<file path="config.mk">
export PLATFORM = sky130hd
export DESIGN_NAME = x_pattern_gen
export DESIGN_NICKNAME = d
export VERILOG_FILES = /design/src/rtl/x_pattern_gen_pkg.sv /design/src/rtl/x_pattern_gen_seg_table.sv /design/src/rtl/x_pattern_gen.sv
export SDC_FILE = /design/constraint.sdc
export NUM_CORES = 1
export LEC_CHECK = 0
export CAP_MARGIN = 10
export CORE_UTILIZATION = 54
export DETAILED_ROUTE_END_ITERATION = 7
export GPL_TIMING_DRIVEN = 0
export HOLD_SLACK_MARGIN = 0.12
export PLACE_DENSITY = 0.76
export SLEW_MARGIN = 25
export SYNTH_ARGS = -nofsm -noshare
export SYNTH_HDL_FRONTEND = slang
export SYNTH_SLANG_ARGS = --single-unit
</file>
<file path="constraint.sdc">
create_clock -name clock -period 2.75 [get_ports clock]
set_input_delay 0.275 -clock clock [delete_from_list [all_inputs] [get_ports clock]]
set_output_delay 0.275 -clock clock [all_outputs]
set_load 0.01 [all_outputs]
</file>
<file path="src/rtl/x_pattern_gen_pkg.sv">
// Shared definitions for the x stimulus sequencer: default table geometry
// and the sequencer state encoding.
package x_pattern_gen_pkg;

  localparam int AW_DEF    = 3;
  localparam int LEN_W_DEF = 8;

  typedef enum logic {
    ST_IDLE = 1'b0,
    ST_RUN  = 1'b1
  } state_t;

endpackage

</file>
<file path="src/rtl/x_pattern_gen_seg_table.sv">
// Segment table: NSEG entries of (level, length) with one write port and two
// read ports (entry 0 for (re)starts, an arbitrary entry for the next segment).
module x_pattern_gen_seg_table
  import x_pattern_gen_pkg::*;
#(
  parameter int AW    = AW_DEF,
  parameter int LEN_W = LEN_W_DEF
) (
  input  logic             clock,
  input  logic             reset,
  input  logic             wr_en,
  input  logic [AW-1:0]    wr_addr,
  input  logic             wr_level,
  input  logic [LEN_W-1:0] wr_len,
  input  logic [AW-1:0]    rd_addr,
  output logic             first_level,
  output logic [LEN_W-1:0] first_len,
  output logic             rd_level,
  output logic [LEN_W-1:0] rd_len
);

  localparam int NSEG = 1 << AW;

  logic             levels [NSEG];
  logic [LEN_W-1:0] lens   [NSEG];

  always_ff @(posedge clock or posedge reset) begin
    if (reset) begin
      for (int i = 0; i < NSEG; i++) begin
        levels[i] <= 1'b0;
        lens[i]   <= '0;
      end
    end else if (wr_en) begin
      levels[wr_addr] <= wr_level;
      lens[wr_addr]   <= wr_len;
    end
  end

  // Reads see the registered contents, so a same-cycle write is not visible yet.
  assign first_level = levels[0];
  assign first_len   = lens[0];
  assign rd_level    = levels[rd_addr];
  assign rd_len      = lens[rd_addr];

endmodule

</file>
<file path="src/rtl/x_pattern_gen.sv">
// Programmable stimulus sequencer: plays a table of (level, length) segments
// cycle-accurately on x, optionally looping until aborted.
module x_pattern_gen
  import x_pattern_gen_pkg::*;
#(
  parameter int   AW     = AW_DEF,
  parameter int   LEN_W  = LEN_W_DEF,
  parameter logic IDLE_X = 1'b0
) (
  input  logic             clock,
  input  logic             reset,
  input  logic             wr_en,
  input  logic [AW-1:0]    wr_addr,
  input  logic             wr_level,
  input  logic [LEN_W-1:0] wr_len,
  input  logic             start,
  input  logic             loop,
  input  logic             abort,
  output logic             x,
  output logic             busy,
  output logic             done,
  output logic [AW-1:0]    seg_idx
);

  localparam logic [AW-1:0]    LAST_IDX = AW'((1 << AW) - 1);
  localparam logic [AW-1:0]    IDX_ONE  = AW'(1);
  localparam logic [LEN_W-1:0] LEN_ONE  = LEN_W'(1);

  state_t           state;
  logic [LEN_W-1:0] cnt;
  logic             loop_q;
  logic [AW-1:0]    next_idx;
  logic             first_level;
  logic [LEN_W-1:0] first_len;
  logic             next_level;
  logic [LEN_W-1:0] next_len;
  logic             seq_end;

  assign next_idx = seg_idx + IDX_ONE;
  // The last entry never wraps into entry 0; a zero length also ends the sequence.
  assign seq_end  = (seg_idx == LAST_IDX) || (next_len == '0);

  x_pattern_gen_seg_table #(
    .AW    (AW),
    .LEN_W (LEN_W)
  ) u_table (
    .clock       (clock),
    .reset       (reset),
    .wr_en       (wr_en && !busy),
    .wr_addr     (wr_addr),
    .wr_level    (wr_level),
    .wr_len      (wr_len),
    .rd_addr     (next_idx),
    .first_level (first_level),
    .first_len   (first_len),
    .rd_level    (next_level),
    .rd_len      (next_len)
  );

  always_ff @(posedge clock or posedge reset) begin
    if (reset) begin
      state   <= ST_IDLE;
      x       <= IDLE_X;
      busy    <= 1'b0;
      done    <= 1'b0;
      seg_idx <= '0;
      cnt     <= '0;
      loop_q  <= 1'b0;
    end else begin
      done <= 1'b0;
      if (abort) begin
        state   <= ST_IDLE;
        x       <= IDLE_X;
        busy    <= 1'b0;
        seg_idx <= '0;
        cnt     <= '0;
      end else begin
        case (state)
          ST_IDLE: begin
            if (start) begin
              if (first_len != '0) begin
                state   <= ST_RUN;
                x       <= first_level;
                cnt     <= first_len - LEN_ONE;
                seg_idx <= '0;
                busy    <= 1'b1;
                loop_q  <= loop;
              end else begin
                done <= 1'b1;
              end
            end
          end
          ST_RUN: begin
            if (cnt != '0) begin
              cnt <= cnt - LEN_ONE;
            end else if (!seq_end) begin
              seg_idx <= next_idx;
              x       <= next_level;
              cnt     <= next_len - LEN_ONE;
            end else if (loop_q) begin
              seg_idx <= '0;
              x       <= first_level;
              cnt     <= first_len - LEN_ONE;
            end else begin
              state   <= ST_IDLE;
              x       <= IDLE_X;
              busy    <= 1'b0;
              done    <= 1'b1;
              seg_idx <= '0;
            end
          end
          default: state <= ST_IDLE;
        endcase
      end
    end
  end

endmodule
</file>
* After elaboration in Yosys (flattened, before gate mapping)
Cells that the tools add are included.
** Operators by class
- $add $sub $neg :: 4
- Order comparisons :: 3
- Equal/unequal tests :: 7
- Multiplexer cells :: 53
- Bitwise gates (word level) :: 4
- Reduce and logical (&&, ||, !) cells :: 11
** Operator list (number)
- 2-to-1 mux 8 bit :: 9
- bitwise mux 64 bit :: 1
- 2-to-1 mux 1 bit :: 27
- binary-select mux 8 bit (select 3 bit) :: 1
- demux 8 bit (select 3 bit) :: 1
- subtractor 8 x 1 -> 8 bit (second input constant) :: 3
- one-hot mux 8 bit (2 select lines) :: 1
- nonzero test 8 bit :: 2
- 2-to-1 mux 3 bit :: 5
- inequality test 3 bit (second input constant) :: 4
- bitwise mux 8 bit :: 1
- greater-or-equal comparator 4 bit (second input constant) :: 2
- logical NOT 8 bit :: 1
- inverter 3 -> 4 bit :: 2
- one-hot mux 1 bit (2 select lines) :: 4
- one-hot mux 3 bit (2 select lines) :: 1
- AND reduction 3 bit :: 2
- inequality test 5 x 4 -> 1 bit (second input constant) :: 1
- AND reduction 5 bit :: 1
- < comparator 4 x 1 -> 1 bit (second input constant) :: 1
- AND reduction 4 bit :: 1
- adder 3 x 1 -> 3 bit (second input constant) :: 1
- binary-select mux 1 bit (select 3 bit) :: 1
- demux 1 bit (select 3 bit) :: 1
- other kinds (6) :: 8
** Storage, ports and cells
- Bits in registers :: 88
- Input bits :: 18
- Output and inout port bits :: 6
- Word-level logic and storage cells :: 105

* Logic depth before layout (Yosys ltp)
Gate-level depths: netlist (run 1).
- Depth after elaboration :: 11
- Mapped depth :: 12
- Depth with buffers taken out :: 11

* Hierarchy
From an unflattened synthesis (run 1), not the netlist that was laid out.
** Second synthesis, totals
- Cells, all modules :: 374
- Area total of the unflattened synthesis :: 4956.0 µm²
** Modules (own cells, without submodules)
- x_pattern_gen_seg_table :: instances 1, cells each 200, area an instance 3415.8 µm², seq. area each 1801.7 µm²
- x_pattern_gen :: instances 1, cells each 174, area an instance 1540.2 µm², seq. area each 400.4 µm²

* Worst setup path after synthesis (run 1)
Ideal clock, no wire load.
- Path kind :: register to register
- From :: register seg_idx[0]
- To :: register cnt[3]
- Library setup time :: 0.130 ns
- Data arrival time :: 2.794 ns
- Required time :: 2.620 ns
- Setup slack :: -0.174 ns
- Cell stages (with the launch flop) :: 12
- Buffers on the path :: 3
- Period minus slack after synthesis :: 2.924 ns
- Cells stage by stage :: dfrtp_1 > ha_1 > buf_6 > buf_2 > mux4_2 > o21ai_1 > ha_1 > a41o_4 > a41oi_1 > buf_2 > nor2_1 > a31oi_1
** On the way
- Longest elaborated chain between the ends :: 11
- Elaborated cells on any way between the ends :: 15
- Those cells by class :: 2 x add/sub; 2 x eq/ne; 7 x mux; 1 x bitwise; 3 x reduce/logical
** Ends and longest elaborated chain
- start: declaration :: line x_pattern_gen.sv:22 : output logic [AW-1:0] seg_idx
- start signal: assignment :: line x_pattern_gen.sv:97 : seg_idx <= next_idx;
- parallel branches: the longest is 11 deep, another holds subtractor 8 x 1 -> 8 bit
- end signal: assignment :: line x_pattern_gen.sv:84 : cnt <= first_len - LEN_ONE;
- end signal: assignment :: line x_pattern_gen.sv:95 : cnt <= cnt - LEN_ONE;
- end signal: assignment :: line x_pattern_gen.sv:99 : cnt <= next_len - LEN_ONE;
- end: declaration :: line x_pattern_gen.sv:30 : logic [LEN_W-1:0] cnt;
Several ways; the timed one is not identified. The select of a mux whose other input is x is not followed.
A chain may end at the register's enable or synchronous reset.

* Worst setup path after layout (run 1)
- From :: register seg_idx[1]
- To :: register cnt[5]
Same word-level chain as after synthesis.

==> summary.txt, run 1 <==
Run status
  – Status: complete, but fails checks
  – Failing checks: negative setup slack

Clocking
  – Clk buf depth: 2
  – Root Buffer: clkbuf_8
  – CTS tree: done
  – Num CTS Buffers: 9
  – Worst-path clk slew: 0.10 ns
  – Clk sinks: 88
  – H-tree depth: 3
  – Worst-Skew Late Latency: 0.36 ns

Timing
  – Final Max Slew Viols: 0
  – Final setup vio count: 11
  – Fmax: 349 MHz
  – Period utilisation layout: 104%
  – Worst slew pin tran: 1.00 ns
  – RSZ-0062 raised after global routing: true
  – Worst Skew: 0.00751 ns
  – Rel. slew slack: 32.8%
  – WHS: 0.185 ns
  – Setup TNS: -0.912 ns
  – Setup ws final: -0.113 ns
  – Tmin final: 2.86 ns
  – Final Hold Fails: 0

Synth
  – Seq cells post-synth: 88
  – Largest family of logic cells by synthesized area: multiplexers
  – Cell area after synthesis: 4680 µm²
  – Yosys warns: 0
  – Async SR Flop Fraction: 100%
  – Sequential fraction of the synthesis area: 47.1%
  – EDFF count, synth: 0
  – Synth Area per Inst: 12.6 µm²
  – Synthesized-area fraction occupied by adder cells: 2.14%
  – Simple-gate share of the synthesized area: 9.74%
  – Fraction of synthesized area in multiplexers: 27.7%
  – Cell count after synthesis: 371
  – Synth Flop Type: dfrtp_1
  – Syn nets: 397
  – Unique masters post-synth: 55
  – Post-Synth XOR/XNOR Area: 2.81%
  – Compound-Gate Fraction of Synth Area: 7.76%

Run
  – Max-cap violations: 0

Drt
  – Pre-antenna DRT Iters: 4
  – DR iter-0 viols: 171
  – Drt via density: 6.08
  – DRC: 0
  – Vias after detailed routing: 3302
  – DRT antenna net count: 0
  – WL/cell: 20.0 µm
  – WL final: 10.9 mm

Cells and area
  – Share of post-route cells with drive strength above 1: 41.1%
  – Fill cell count: 558
  – Fin cells: 543
  – Nets: 459
  – Antenna Cells: 0
  – Final core utilization: 69.7%
  – Area Growth Syn to Fin: 23.6%
  – Leading cell type in the layout, fill and taps excluded: dfrtp_1
  – Most frequent cells in the layout: 88 x dfrtp_1, 74 x mux2_2, 24 x buf_4

Placed design
  – Cells after DPL: 500
  – RePlAce Congestion: 0.830
  – Final HPWL DP: 6.88 mm
  – Port bufs: 23
  – Worst slack, placed: -0.343 ns

Die
  – Overall die area: 9040 µm²
  – Starting Density: 56.4%
  – Die height: 95.1 µm
  – Die X: 95.1 µm
  – Area of the core: 8300 µm²
  – Boundary pin count: 24
  – Site row count: 33

Setup path
  – Setup crit end kind: flip-flop
  – Critical R2R Launch: seg_idx[1]
  – Critical Path AT: 3.12 ns
  – Req. time, crit path: 3.00 ns
  – Worst setup path class: flip-flop to flip-flop
  – CP startpoint kind: flip-flop
  – Critical Path Start: seg_idx[1]
  – CP max FO: 8

Global route
  – Largest net degree at the start of global routing: 76
  – Aggregate global routing overflow: 0
  – Antenna violations before repair: 0
  – Total track usage: 26.0%
  – First-pass GRT wire length: 17.2 mm
  – Vias in the first global route: 3260

Power and ir drop
  – VDD IR max: 0.000610 V
  – Pwr/cell area: 821 nW/µm²
  – Pleak: 2.37 nW

Min path
  – Hold Crit Class: primary input to async pin
## worst max-delay path: stages (launching register included)
cell and delay [ns]:
dfrtp_1 0.42, ha_4 0.31, buf_8 0.14, mux4_2 0.55, mux2i_4 0.21, and4_4 0.28, a41o_4 0.32, a41oi_4 0.18
buf_6 0.20, nor2_1 0.09, a31oi_1 0.05
## state kept, by name, summed over array words and instances (netlist names)
register             flops
u_table.lens            56
x                        1
u_table.first_len        8
busy                     1
u_table.levels           7
cnt                      8
done                     1
seg_idx                  3
state                    1
u_table.first_level      1
loop_q                   1
## metal layers
layer	vias to the layer above	wire length (µm)	GRT usage, %
li1	1510	-	-
met1	1691	4730	34.6
met2	75	5480	41.5
met3	26	392	4.55
met4	0	275	12.4
met5	-	0	0
## through the flow
step	power [mW]	cell area, µm²
after global placement	3.25	5060
after global routing	5.00	5780
after CTS	4.59	5640
after floorplan	2.96	4700
final	4.75	5780
after detailed placement	3.32	5090
## cell type report
cell class              instances  area, µm²  area share [%]
plain buffers                  14        129            2.23
clock buffers                  10        138            2.38
clock inverters                 6       98.8            1.71
inverters                      11       48.8           0.844
multi-input cells             258       2560            44.2
flip-flops and latches         88       2200            38.1
well taps                     105        131            2.27
repair buffers                 51        480            8.31
## worst paths after layout
path / end / slack, ns / cells after the start
worst min-delay path: cnt[2] / 0.19 / 2
worst min register to register: u_table.lens[53] / 0.51 / 1
worst max register to register: cnt[5] / -0.11 / 10
worst max-delay path: cnt[5] / -0.11 / 10
min in group clock: done / 0.50 / 3
max in group asynchronous: u_table.lens[40] / 1.96 / 3
## where the power goes
part	switching [mW]	internal, mW	leakage [nW]	total [mW]
clock	0.508	0.551	0.117	1.06
sequential	0.277	1.66	1.08	1.94
combinational	0.766	0.988	1.17	1.75
total	1.55	3.20	2.37	4.75
## Yosys cell counts, drive strengths merged, types with 3 or more instances
cell	number	share of area (%)
dfrtp	88	47
mux2	74	18
nor2	22	1.8
nand2	15	1.4
a21oi	14	1.5
mux2i	14	3.2
mux4	14	6.7
inv	11	0.88
a31oi	10	1.3
xnor2	10	1.9
o21ai	9	0.96
buf	8	1.4
ha	8	2.1
nor3	7	0.75
clkbuf	6	0.48
xor2	5	0.94
nand3	4	0.43
nand3b	4	0.64
a22oi	3	0.48
and2	3	0.40
nand2b	3	0.40
nand4	3	0.40
nor2b	3	0.40
nor3b	3	0.48
nor4b	3	0.88
or4	3	0.59
## kinds of logic (layout without fill, tap and decap cells)
family,Yosys count,after routing
simple gates,80,80
flops,88,88
mux,102,102
fa+ha+maj,8,8
xor+xnor,15,15
compound gates,53,53
buf+inv,25,92
## timing repair
action,4_1_cts,5_1_grt
resized for setup,29,24
hold buffers,0,0
pin swaps,14,12
cloned,2,0
endpoints found under the setup margin,15,15
buffers inserted,19,7
No activity file was read; power rests on OpenSTA's default activity.
==> inputs of run 2 (changes only) <==
--- a/config.mk
+++ b/config.mk
@@ -6,11 +6,12 @@
 export NUM_CORES = 1
 export LEC_CHECK = 0
 export CAP_MARGIN = 10
-export CORE_UTILIZATION = 54
+export CORE_UTILIZATION = 55
 export DETAILED_ROUTE_END_ITERATION = 7
 export GPL_TIMING_DRIVEN = 0
 export HOLD_SLACK_MARGIN = 0.12
-export PLACE_DENSITY = 0.76
+export MAX_ROUTING_LAYER = met4
+export PLACE_DENSITY = 0.74
 export SLEW_MARGIN = 25
 export SYNTH_ARGS = -nofsm -noshare
 export SYNTH_HDL_FRONTEND = slang
==> constraint.sdc (replaced) <==
create_clock -name clock -period 2.7 [get_ports clock]
set_input_delay 0.27 -clock clock [delete_from_list [all_inputs] [get_ports clock]]
set_output_delay 0.27 -clock clock [all_outputs]
set_load 0.01 [all_outputs]
==> run 2 against run 1 <==
Effect of this change: the flow still finishes with violations (negative setup slack); hold slack better by 0.093 ns; first-iteration DRC count up 39%; critical path depth increased by 1; combinational power decreased by 2%; wire length grew 0.97%; sequential share of layout area rose by 0.22 points; die area is 1.8% lower; sequential power increased by 2%; clock power down 11%; fmax barely moved; count of clock-buffer cells in the layout did not move; highest routed layer unchanged.
==> summary.txt, run 2 (synthesis gave the netlist of run 1 again) <==
Setup path
  – Req. time, crit path: 2.92 ns
  – Worst reg2reg setup slack: -0.16 ns
  – Reg2reg end: cnt[7]
  – CP startpoint kind: flip-flop
  – CP max FO: 7
  – R2R depth: 11
  – Critical Path AT: 3.08 ns
  – Critical Path Start: seg_idx[0]
  – Worst setup path class: flip-flop to flip-flop
  – Critical R2R Launch: seg_idx[0]
  – Setup crit end kind: flip-flop

Global route
  – First-pass GRT wire length: 17.0 mm
  – Aggregate global routing overflow: 0
  – Total track usage: 26.6%
  – Antenna violations before repair: 0
  – Vias in the first global route: 3197
  – Largest net degree at the start of global routing: 52

Drt
  – DRC: 0
  – Vias after detailed routing: 3361
  – DRT antenna net count: 0
  – WL final: 11.0 mm
  – Pre-antenna DRT Iters: 5
  – DR iter-0 viols: 238
  – Drt via density: 6.22
  – WL/cell: 20.3 µm

Power and ir drop
  – Clk network pwr share: 20.3%
  – Sequential power share: 42.7%
  – Pwr/cell area: 806 nW/µm²
  – Sw Pwr: 1.53 mW
  – VDD IR max: 0.000492 V
  – Combinational share of power: 37.0%
  – Internal: 3.11 mW
  – Sw Share: 33.0%
  – Total Power: 4.64 mW
  – Pleak: 2.36 nW

Die
  – Starting Density: 56.9%
  – Overall die area: 8880 µm²
  – Boundary pin count: 24
  – Site row count: 33
  – Area of the core: 8220 µm²
  – Die X: 94.2 µm
  – Die height: 94.2 µm

Min path
  – Hold Crit Class: primary input to async pin

Timing
  – RSZ-0062 raised after global routing: true
  – Fmax: 350 MHz
  – Tmin final: 2.86 ns
  – Setup ws final: -0.161 ns
  – Rel. slew slack: 50.5%
  – Worst Skew: 0.00816 ns
  – Final Max Slew Viols: 0
  – Final Hold Fails: 0
  – Period utilisation layout: 106%
  – Worst slew pin tran: 0.741 ns
  – Final setup vio count: 13

Clocking
  – Clk sinks: 88
  – Clk buf depth: 2
  – CTS tree: done
  – Root Buffer: clkbuf_8
  – Num CTS Buffers: 9
  – Worst-path clk slew: 0.09 ns
  – H-tree depth: 3
  – Worst-Skew Late Latency: 0.35 ns

Cells and area
  – Leading cell type in the layout, fill and taps excluded: dfrtp_1
  – Share of post-route cells with drive strength above 1: 40.7%
  – Reg with most FFs: u_table.lens
  – Antenna Cells: 0
  – Nets: 456
  – Most frequent cells in the layout: 88 x dfrtp_1, 74 x mux2_2, 23 x clkdlybuf4s50_1
  – Area Growth Syn to Fin: 22.9%
  – Final instance area: 5750 µm²
  – Max reg flops: 56

Placed design
  – Area after DPL: 5100 µm²
  – Port bufs: 23
  – RePlAce Congestion: 0.838
  – Final HPWL DP: 6.96 mm

Run
  – Max-cap violations: 0

Run status
  – Failing checks: negative setup slack
  – Status: complete, but fails checks
==> run 2: worst max-delay path by stage <==
stage	to
final	cnt[7]
after global routing	cnt[7]
after CTS	cnt[5]
after detailed placement	cnt[4]
after global placement	u_table.lens[24]
after floorplan	cnt[3]
==> run 2: final cells by class <==
cell class | count | area (µm²)
well taps | 105 | 131
clock buffers | 10 | 138
clock inverters | 6 | 65.1
repair buffers | 48 | 495
inverters | 11 | 48.8
fillers | 571 | 2470
multi-input cells | 258 | 2540
plain buffers | 14 | 134
flip-flops and latches | 88 | 2200
==> run 2: power by group through the flow <==
stage          Combinational (mW)  Sequential (mW)  Clock (mW)
6_report                     1.71             1.98       0.943
2_1_floorplan                1.13             1.89           0
5_1_grt                      1.83             2.02        1.01
3_3_place_gp                 1.36             1.95           0
3_5_place_dp                 1.42             1.98           0
4_1_cts                      1.57             1.95       0.956
==> run 2: critical path, cell delays in order, from the launching register on <==
cell     delay [ns]
dfrtp_1        0.42
ha_4           0.31
buf_12         0.11
buf_16         0.11
mux4_2         0.50
mux2i_2        0.19
and4_4         0.25
a41o_4         0.33
buf_4          0.16
nor2_4         0.05
a31oi_1        0.20
a31oi_1        0.12
==> run 2: routing by layer <==
layer  global-route usage (%)  part of all wire (%)  vias up
li1                         -                     -     1500
met1                     35.9                    45     1746
met2                     41.1                    50       99
met3                     4.37                   3.8       16
met4                     9.36                   2.1        0
met5                        -                     0        -
==> run 2: metrics by stage <==
stage	setup WS (ns)	hold slack, ns	setup TNS (ns)	cells	util, %
6_report	-0.161	0.279	-1.39	540	70.0
5_1_grt	-0.226	0.311	-2.49	540	70.0
4_1_cts	-0.134	0.293	-1.09	530	67.4
3_5_place_dp	-0.388	0.477	-3.91	500	62.0
3_3_place_gp	-1.16	0.473	-105.56	499	61.6
2_1_floorplan	-0.0234	0.420	-0.114	371	-
==> run 2: repair_timing <==
action                                 in CTS  in global routing
endpoints found under the hold margin       0                  0
hold buffers                                0                  0
setup endpoints to repair                  15                 15
setup buffers                              13                  8
pin swaps                                  14                 13
cloned                                      1                  2
resized for setup                          23                 27
